==> config.mk <==
export PLATFORM = sky130hd
export DESIGN_NAME = mod_reduce_stream
export DESIGN_NICKNAME = d
export VERILOG_FILES = /design/src/rtl/mod_reduce_pkg.sv /design/src/rtl/mod_dbl_add_step.sv /design/src/rtl/mod_reduce_stream.sv
export SDC_FILE = /design/constraint.sdc
export NUM_CORES = 1
export LEC_CHECK = 0
export ABC_CLOCK_PERIOD_IN_PS = 2400
export BUFFER_PORTS_ARGS = -buffer_cell sky130_fd_sc_hd__buf_2
export CORE_MARGIN = 4
export CORE_UTILIZATION = 57
export DETAILED_ROUTE_END_ITERATION = 10
export MAX_ROUTING_LAYER = met4
export PLACE_DENSITY = 0.79
export SLEW_MARGIN = 20
export SYNTH_ARGS = -nofsm -noshare
export SYNTH_HDL_FRONTEND = slang
export SYNTH_HIERARCHICAL = 1
export SYNTH_SLANG_ARGS = --single-unit
==> constraint.sdc <==
create_clock -name clk -period 2.4 [get_ports clk]
set_input_delay 0 -clock clk [delete_from_list [all_inputs] [get_ports clk]]
set_output_delay 0 -clock clk [all_outputs]
set_load 0.02 [all_outputs]
==> src/rtl/mod_reduce_pkg.sv <==
// =============================================================================
// Module      : mod_reduce_pkg
// Description : Shared state encoding, default constants and width helper for
//               the streaming modular reducer.
// Revision    : 1.0  initial release
// =============================================================================
`default_nettype none

package mod_reduce_pkg;

    typedef enum logic [1:0] {
        S_IDLE  = 2'd0,
        S_SHIFT = 2'd1,
        S_OUT   = 2'd2
    } state_t;

    localparam int MOD_4051   = 4051;
    localparam int RES_W_4051 = 12;
    localparam int CHUNK_DEF  = 6;

    function automatic int res_width(input int modulus);
        return (modulus < 2) ? 1 : $clog2(modulus);
    endfunction

endpackage

`default_nettype wire

==> src/rtl/mod_dbl_add_step.sv <==
// =============================================================================
// Module      : mod_dbl_add_step
// Description : One Horner step, result = (2*acc + b) mod MODULUS, for acc < M.
// Revision    : 1.0  initial release
// =============================================================================
`default_nettype none

module mod_dbl_add_step
    import mod_reduce_pkg::*;
#(
    parameter int MODULUS = MOD_4051,
    parameter int W       = RES_W_4051
) (
    input  logic [W-1:0] acc,
    input  logic         b,
    output logic [W-1:0] result
);

    localparam logic [W:0] c_mod = (W+1)'(MODULUS);

    logic [W:0] w_t;

    // With acc < M the sum is at most 2M-1, so one subtraction is enough.
    always_comb begin
        w_t    = {acc, b};
        result = (w_t >= c_mod) ? W'(w_t - c_mod) : w_t[W-1:0];
    end

endmodule

`default_nettype wire

==> src/rtl/mod_reduce_stream.sv <==
// =============================================================================
// Module      : mod_reduce_stream
// Description : Bit-serial reduction of an MSB-first chunk stream modulo MODULUS.
// Revision    : 1.0  initial release
// =============================================================================
`default_nettype none

module mod_reduce_stream
    import mod_reduce_pkg::*;
#(
    parameter int MODULUS    = MOD_4051,
    parameter int W          = res_width(MODULUS),
    parameter int CHUNK      = CHUNK_DEF,
    parameter int MAX_CHUNKS = 84,
    parameter int CW         = $clog2(MAX_CHUNKS + 1)
) (
    input  logic             clk,
    input  logic             rst,
    input  logic             abort,
    input  logic             in_valid,
    output logic             in_ready,
    input  logic [CHUNK-1:0] in_chunk,
    input  logic             in_last,
    output logic             out_valid,
    input  logic             out_ready,
    output logic [W-1:0]     out_residue,
    output logic [CW-1:0]    out_nchunks,
    output logic             out_overflow
);

    localparam int            c_bw        = (CHUNK > 1) ? $clog2(CHUNK) : 1;
    localparam logic [c_bw-1:0] c_bit_top = c_bw'(CHUNK - 1);
    localparam logic [CW-1:0] c_max_count = CW'(MAX_CHUNKS);

    if (MODULUS < 2) begin : g_chk_modulus
        $error("mod_reduce_stream: MODULUS must be at least 2");
    end
    if (CHUNK < 1) begin : g_chk_chunk
        $error("mod_reduce_stream: CHUNK must be at least 1");
    end
    if (W < $clog2(MODULUS)) begin : g_chk_width
        $error("mod_reduce_stream: W too small for MODULUS");
    end

    state_t            state_q, state_d;
    logic [W-1:0]      acc_q, acc_d;
    logic [CW-1:0]     count_q, count_d;
    logic              ovf_q, ovf_d;
    logic [CHUNK-1:0]  sreg_q, sreg_d;
    logic [c_bw-1:0]   bitcnt_q, bitcnt_d;
    logic              last_q, last_d;
    logic              in_ready_q, in_ready_d;
    logic              out_valid_q, out_valid_d;
    logic [W-1:0]      out_residue_q, out_residue_d;
    logic [CW-1:0]     out_nchunks_q, out_nchunks_d;
    logic              out_overflow_q, out_overflow_d;
    logic [W-1:0]      w_step;

    mod_dbl_add_step #(
        .MODULUS (MODULUS),
        .W       (W)
    ) u_step (
        .acc    (acc_q),
        .b      (sreg_q[CHUNK-1]),
        .result (w_step)
    );

    always_comb begin
        state_d  = state_q;
        acc_d    = acc_q;
        count_d  = count_q;
        ovf_d    = ovf_q;
        sreg_d   = sreg_q;
        bitcnt_d = bitcnt_q;
        last_d   = last_q;

        if (abort) begin
            state_d  = S_IDLE;
            acc_d    = '0;
            count_d  = '0;
            ovf_d    = 1'b0;
            sreg_d   = '0;
            bitcnt_d = '0;
            last_d   = 1'b0;
        end else begin
            case (state_q)
                S_IDLE: begin
                    if (in_valid) begin
                        sreg_d   = in_chunk;
                        last_d   = in_last;
                        bitcnt_d = c_bit_top;
                        count_d  = (count_q == c_max_count) ? count_q : count_q + CW'(1);
                        ovf_d    = ovf_q | (count_q == c_max_count);
                        state_d  = S_SHIFT;
                    end
                end
                S_SHIFT: begin
                    acc_d    = w_step;
                    sreg_d   = sreg_q << 1;
                    bitcnt_d = bitcnt_q - c_bw'(1);
                    if (bitcnt_q == '0) begin
                        state_d = last_q ? S_OUT : S_IDLE;
                    end
                end
                S_OUT: begin
                    if (out_ready) begin
                        acc_d   = '0;
                        count_d = '0;
                        ovf_d   = 1'b0;
                        state_d = S_IDLE;
                    end
                end
                default: state_d = S_IDLE;
            endcase
        end

        // Outputs are registered from the next state so they line up with it.
        in_ready_d     = (state_d == S_IDLE);
        out_valid_d    = (state_d == S_OUT);
        out_residue_d  = out_valid_d ? acc_d   : '0;
        out_nchunks_d  = out_valid_d ? count_d : '0;
        out_overflow_d = out_valid_d & ovf_d;
    end

    always_ff @(posedge clk) begin
        if (rst) begin
            state_q        <= S_IDLE;
            acc_q          <= '0;
            count_q        <= '0;
            ovf_q          <= 1'b0;
            sreg_q         <= '0;
            bitcnt_q       <= '0;
            last_q         <= 1'b0;
            in_ready_q     <= 1'b1;
            out_valid_q    <= 1'b0;
            out_residue_q  <= '0;
            out_nchunks_q  <= '0;
            out_overflow_q <= 1'b0;
        end else begin
            state_q        <= state_d;
            acc_q          <= acc_d;
            count_q        <= count_d;
            ovf_q          <= ovf_d;
            sreg_q         <= sreg_d;
            bitcnt_q       <= bitcnt_d;
            last_q         <= last_d;
            in_ready_q     <= in_ready_d;
            out_valid_q    <= out_valid_d;
            out_residue_q  <= out_residue_d;
            out_nchunks_q  <= out_nchunks_d;
            out_overflow_q <= out_overflow_d;
        end
    end

    assign in_ready     = in_ready_q;
    assign out_valid    = out_valid_q;
    assign out_residue  = out_residue_q;
    assign out_nchunks  = out_nchunks_q;
    assign out_overflow = out_overflow_q;

endmodule

`default_nettype wire
==> metrics.cfg, run 1 <==
[yosys]
synth.yosys.seq_area_share_pct = 43.11
synth_top_area_share_pct = 43.11
synth_fp_nets = 292
synth_cells = 271
synth_ff_type = dfxtp_1
synth.most_common_cell = dfxtp_1
synth-seq-cells = 54
synthTopCellsByCount = dfxtp_1, nor2_1, nand2_1
postSynthAreaPerCell_um2 = 9.252
async_flop_share_pct = 0
ys_types = 59
synth-edff-count = 0
synth.top_cells.by_area = dfxtp_1, nor2_1, ha_1
synth_area_leader_cell = dfxtp_1
synth_area_um2 = 2507
yosysWarnings = 6

[global_routing]
met3_usage_pct = 4.459
grt_pass1_wl_um = 8562
grt_busiest_layer = met2
grt_use_met2_pct = 31.89
grt_util_all_layers_pct = 20.72
grt_pass1_vias = 1877
gr-total-overflow = 0
antenna_found_initial = 0
grt_max_degree = 31
met1_usage_pct = 26.97

[placed_design]
dp_hpwl_um = 3581
io_buffer_count = 33
dpl_cell_area_um2 = 2705
dpl.cell_count = 347
place_ws_ns = 0.2278
gp_congestion = 0.8469

[worst_setup_path]
crit_buf_inv = 0
cpMaxStageDelayCell = a2111oi_4
slowest_delay_ns = 0.50
start_kind = flop
worst-path-max-fanout = 7
critical_path.top_delay_family = compound AO/OA/AOI/OAI gates
critPathRequiredTime_ns = 2.58
crit_path_end_kind = flop
crit_type = flop to flop
worst_ep_arrival_time_ns = 2.39
cp_cell_sequence = ha_1, and4bb_4, a2111oi_4, nor2_2, mux2_4, a22oi_1, nor2_1

[detailed_routing]
wirelength_um = 5253
first_pass_iters = 5
wl_per_cell_um = 14.67
viasPerCell = 5.802
dr_total_vias = 2077
drc = 0
postRouteAntennaNets = 0
drt-initial-drc-count = 224

[timing]
finalSetupViolations = 0
whs_ns = 0.02358
final_hold_viol_count = 0
period_minus_slack_ns = 2.208
layout_setup_ws_ns = 0.1916
report.final.slew_viol_count = 0
maxSlewHeadroom_pct = 67.01
fin_crit_sh_pct = 92.02
fmax_mhz = 452.8
finClkSkew_ns = 0.01267
final.setup.tns_ns = 0
tightestPinTransition_ns = 0.4811
rsz0062_at_grt = no

[power]
vdd_drop_max_uv = 363.7
p_leak_nw = 1.150
total_power_mw = 1.762
pwr_density_cell_nw_per_um2 = 612.3

[clock_tree]
clk_transition_reported_paths_ns = 0.10
clkLatencyLatePin_ns = 0.31
clk_path_buf_depth = 2
cts_inserted_buffers = 5
htree_levels = 2
cts_setup_buffers = 0
cts_tree = done
root_buffer = clkbuf_8
cts_sinks = 54

[die]
fp.dieW_um = 74.33
rows = 23
core_um2 = 4115
num_io_pins = 34
die-area_um2 = 5524
initial_utilization_pct = 60.93
die_h_um = 74.33

[layout]
final_util_pct = 69.93
fillers = 320
antennaDiodeCount = 0
syn2layout_area_growth_pct = 14.77
fin_area_um2 = 2878
fin_nets = 328
drive_gt1_share_pct = 24.03
fin_cells = 358

[run_status]
outcome = finished, final reports clean

[worst_hold_path]
holdCritPathClass = input pin to flop

[job]
maxCapViolations = 0

cell families (layout without fill, tap and decap cells):
family	after synthesis	after routing	share of synthesized area [%]
compound gates	58	58	17.47
xor+xnor	8	8	2.795
fa+ha+maj	9	9	4.491
buf+inv	24	61	4.491
flops	54	54	43.11
mux	9	9	3.842
simple gates	109	109	23.80
worst paths after layout:
check	start	end	slack, ns	cells past startpoint
max reg2reg	sreg_q[5]	acc_q[1]	0.19	7
max	sreg_q[5]	acc_q[1]	0.19	7
min reg2reg	bitcnt_q[0]	bitcnt_q[0]	0.50	1
min	in_chunk[2]	sreg_q[2]	0.02	3
cell usage in the layout (no fill, tap or decap), drive strengths merged, types with 3 or more instances in the layout:
cell,instances
dlygate4sd3,3
buf,38
mux2i,7
nor3,6
nor2,49
nor4,4
inv,12
dfxtp,54
a21oi,10
nand3,7
a22oi,13
nand2b,3
a211oi,7
nor2b,3
nand2,14
ha,9
and2,5
o21ai,9
xor2,6
nand4,5
clkbuf,6
sequential cells by signal (all words and copies together) (netlist names):
name          count
acc_q            12
out_valid         1
out_overflow      1
out_residue      12
bitcnt_q          3
sreg_q            6
last_q            1
ovf_q             1
count_q           7
state_q           2
in_ready          1
out_nchunks       7
worst min-delay path, stage by stage:
cell,delay (ns)
buf_2,0.09
mux2i_1,0.11
a211oi_1,0.08
timing repair:
action                                 CTS  global route
endpoints found under the hold margin    4             0
gates resized for setup                  0             0
setup endpoints to repair                0             0
hold buffers                             3             0
layer usage:
layer  up-vias  wire length (µm)
li1       1038                 -
met1       961              2456
met2        74              2366
met3         4               391
met4         0                38
met5         -                 0
area by class of cell:
type | count | area, µm² | share of cell area [%]
Clock buffer | 6 | 82.58 | 2.870
Clock inverter | 2 | 60.06 | 2.087
Inverter | 12 | 45.04 | 1.565
Multi-Input combinational cell | 193 | 1314 | 45.65
Sequential cell | 54 | 1081 | 37.57
Tap cell | 50 | 62.56 | 2.174
Timing Repair Buffer | 41 | 232.7 | 8.087
power breakdown:
part | leakage (nW) | switching (mW) | internal, mW
clock | 0.0714 | 0.294 | 0.445
combinational | 0.642 | 0.0652 | 0.0441
sequential | 0.436 | 0.00800 | 0.906
total | 1.15 | 0.367 | 1.40
(Power assumes the default switching activity.)
==> inputs of run 2 (changes only) <==
--- a/config.mk
+++ b/config.mk
@@ -7,6 +7,7 @@
 export LEC_CHECK = 0
 export ABC_CLOCK_PERIOD_IN_PS = 2400
 export BUFFER_PORTS_ARGS = -buffer_cell sky130_fd_sc_hd__buf_2
+export CORE_ASPECT_RATIO = 1.75
 export CORE_MARGIN = 4
 export CORE_UTILIZATION = 57
 export DETAILED_ROUTE_END_ITERATION = 10
@@ -15,5 +16,4 @@
 export SLEW_MARGIN = 20
 export SYNTH_ARGS = -nofsm -noshare
 export SYNTH_HDL_FRONTEND = slang
-export SYNTH_HIERARCHICAL = 1
 export SYNTH_SLANG_ARGS = --single-unit
==> metrics.cfg, run 2 <==
[global_routing]
antenna_found_initial = 0  ; unchanged
grt_pass1_wl_um = 10710  ; +25%
grt_max_degree = 28  ; -9.7%
grt_pass1_vias = 2386  ; +27%
gr-total-overflow = 0  ; unchanged
grt_util_all_layers_pct = 23.78  ; +3.1 points

[worst_setup_path]
critPathRequiredTime_ns = 2.62  ; +0.04 ns
crit_path_end_kind = flop
reg2reg_depth = 6  ; -1
worst-path-max-fanout = 17  ; +10
crit_type = flop to flop
worst_ep_arrival_time_ns = 2.31  ; -0.08 ns
rr_endpoint = out_residue[6]
rr_startpoint = state_q[1]
reg2reg_slack_ns = 0.31  ; +0.12 ns
start_kind = flop

[yosys]
synth.most_common_cell = dfxtp_1
synthTopCellsByCount = dfxtp_1, nor2_1, a21oi_1
synth_cells = 321  ; +18%
synth-seq-cells = 54  ; unchanged
synth.top_cells.by_area = dfxtp_1, a21oi_1, mux2i_1
synth_top_area_share_pct = 39.24  ; -3.9 points
synth_fp_nets = 342  ; +17%
synth-edff-count = 0  ; unchanged
yosysWarnings = 0  ; -6
async_flop_share_pct = 0  ; unchanged
synth_ff_type = dfxtp_1
synth.yosys.seq_area_share_pct = 39.24  ; -3.9 points
synth_area_um2 = 2755  ; +9.9%
ys_types = 55  ; -6.8%
postSynthAreaPerCell_um2 = 8.583  ; -7.2%
synth_area_leader_cell = dfxtp_1

[job]
maxCapViolations = 0  ; unchanged

[detailed_routing]
wirelength_um = 6549  ; +25%
first_pass_iters = 4  ; -1
drc = 0  ; unchanged
drt-initial-drc-count = 78  ; -65%
viasPerCell = 6.335  ; +9.2%
wl_per_cell_um = 16.25  ; +11%
postRouteAntennaNets = 0  ; unchanged
dr_total_vias = 2553  ; +23%

[die]
num_io_pins = 34  ; unchanged
rows = 33  ; +43%
fp.dieW_um = 60.56  ; -19%
core_um2 = 4666  ; +13%
initial_utilization_pct = 59.05  ; -1.9 points
die_h_um = 99.97  ; +35%
die-area_um2 = 6054  ; +9.6%

[timing]
maxSlewHeadroom_pct = 59.17  ; -7.8 points
fmax_mhz = 477.9  ; +5.5%
final_hold_viol_count = 0  ; unchanged
report.final.slew_viol_count = 0  ; unchanged
finalSetupViolations = 0  ; unchanged
rsz0062_at_grt = no
layout_setup_ws_ns = 0.3073  ; +0.1157 ns
finClkSkew_ns = 0.005677  ; -0.006997 ns
final.setup.tns_ns = 0  ; unchanged
tightestPinTransition_ns = 0.5969  ; +0.1158 ns
fin_crit_sh_pct = 87.20  ; -4.8 points
period_minus_slack_ns = 2.093  ; -0.1157 ns

[placed_design]
place_ws_ns = 0.3181  ; +0.09022 ns
io_buffer_count = 33  ; unchanged
gp_congestion = 0.9004  ; +6.3%
dp_hpwl_um = 4807  ; +34%

[clock_tree]
cts_sinks = 54  ; unchanged
clkLatencyLatePin_ns = 0.31  ; about the same
clk_transition_reported_paths_ns = 0.09  ; about the same
cts_tree = done
root_buffer = clkbuf_8
cts_inserted_buffers = 5  ; unchanged
clk_path_buf_depth = 2  ; unchanged
htree_levels = 2  ; unchanged

[layout]
fillers = 418  ; +31%
syn2layout_area_growth_pct = 11.94
antennaDiodeCount = 0  ; unchanged
layout_common_cells = dfxtp_1, nor2_1, buf_2
fin_nets = 371  ; +13%
drive_gt1_share_pct = 16.24  ; -7.8 points
final_common_cell = dfxtp_1

[worst_hold_path]
whs_path_depth = 3  ; unchanged
holdCritPathClass = input pin to flop
min_to = sreg_q[3]
hp-start = in_chunk[3]

[run_status]
outcome = finished, final reports clean

[power]
p_leak_nw = 1.148  ; -0.20%
vdd_drop_max_uv = 472.1  ; +30%
pwr_density_cell_nw_per_um2 = 534.4  ; -13%

run 2: cell types whose count changed after synthesis, moves of 6 or more:
cell,change
a211oi_1,+6
clkbuf_1,+6
nor2_2,-8
nor2b_1,+6
mux2i_1,+6
a22oi_1,-12
inv_1,+8
a21oi_1,+21
run 2: final cells by class:
class	instances	area, µm²	share of cell area (%)
Sequential cell	54	1081	35.05
Clock buffer	6	72.57	2.353
Inverter	18	67.56	2.191
Tap cell	52	65.06	2.110
Multi-Input combinational cell	228	1515	49.13
Clock inverter	2	37.54	1.217
Timing Repair Buffer	43	245.2	7.951
run 2: worst max path at each step:
stage / start / endpoint / cells past startpoint
floorplan: state_q[1] / acc_q[8] / 7
global placement: state_q[1] / out_residue[8] / 6
detailed placement: state_q[1] / out_residue[6] / 6
CTS: state_q[1] / out_residue[6] / 6
global route: state_q[1] / out_residue[6] / 6
finish: state_q[1] / out_residue[6] / 6
run 2: cell families after synthesis:
group	count (synthesis)	share of synthesized area (%)
flip-flops	54	39.24
multiplexers	15	5.540
XOR/XNOR	1	0.3180
AND/OR/NAND/NOR	103	19.07
adder cells (fa/ha/maj)	9	4.087
buffers and inverters	39	5.767
AO/OA/AOI/OAI	100	25.98
run 2: power breakdown:
part / switching [mW] / internal, mW
clock network: 0.294 / 0.311
registers: 0.00976 / 0.907
logic: 0.0788 / 0.0476
run 2: metal layers:
metal | routed length, µm | vias up | track usage [%]
met2 | 3492 | 94 | 41.58
li1 | - | 1251 | -
met4 | 303 | 0 | 14.19
met3 | 302 | 36 | 2.703
met5 | 0 | - | -
met1 | 2450 | 1172 | 24.39
run 2: stage by stage:
| stage | total power [mW] | hold WS [ns] | utilization [%] | area (µm²) | instances |
|---|---|---|---|---|---|
| 2_1_floorplan | 1.020 | 0.06907 | - | 2755 | 321 |
| 3_3_place_gp | 1.057 | 0.2536 | 63.31 | 2954 | 393 |
| 3_5_place_dp | 1.060 | 0.2522 | 63.31 | 2954 | 393 |
| 4_1_cts | 1.670 | 0.01430 | 66.10 | 3084 | 403 |
| 5_1_grt | 1.705 | 0.05340 | 66.10 | 3084 | 403 |
| 6_report | 1.648 | 0.02119 | 66.10 | 3084 | 403 |
run 2: what timing repair did:
item                                   4_1_cts  5_1_grt
resized for setup                            0        0
endpoints found under the hold margin        5        0
hold buffers                                 2        0
setup buffers                                0        0
run 2: critical path, stage by stage, from the launching register on:
cell	delay, ns
dfxtp_1	0.39
inv_1	0.09
ha_1	0.32
a221oi_1	0.39
o221ai_1	0.26
buf_4	0.28
nor4_1	0.27
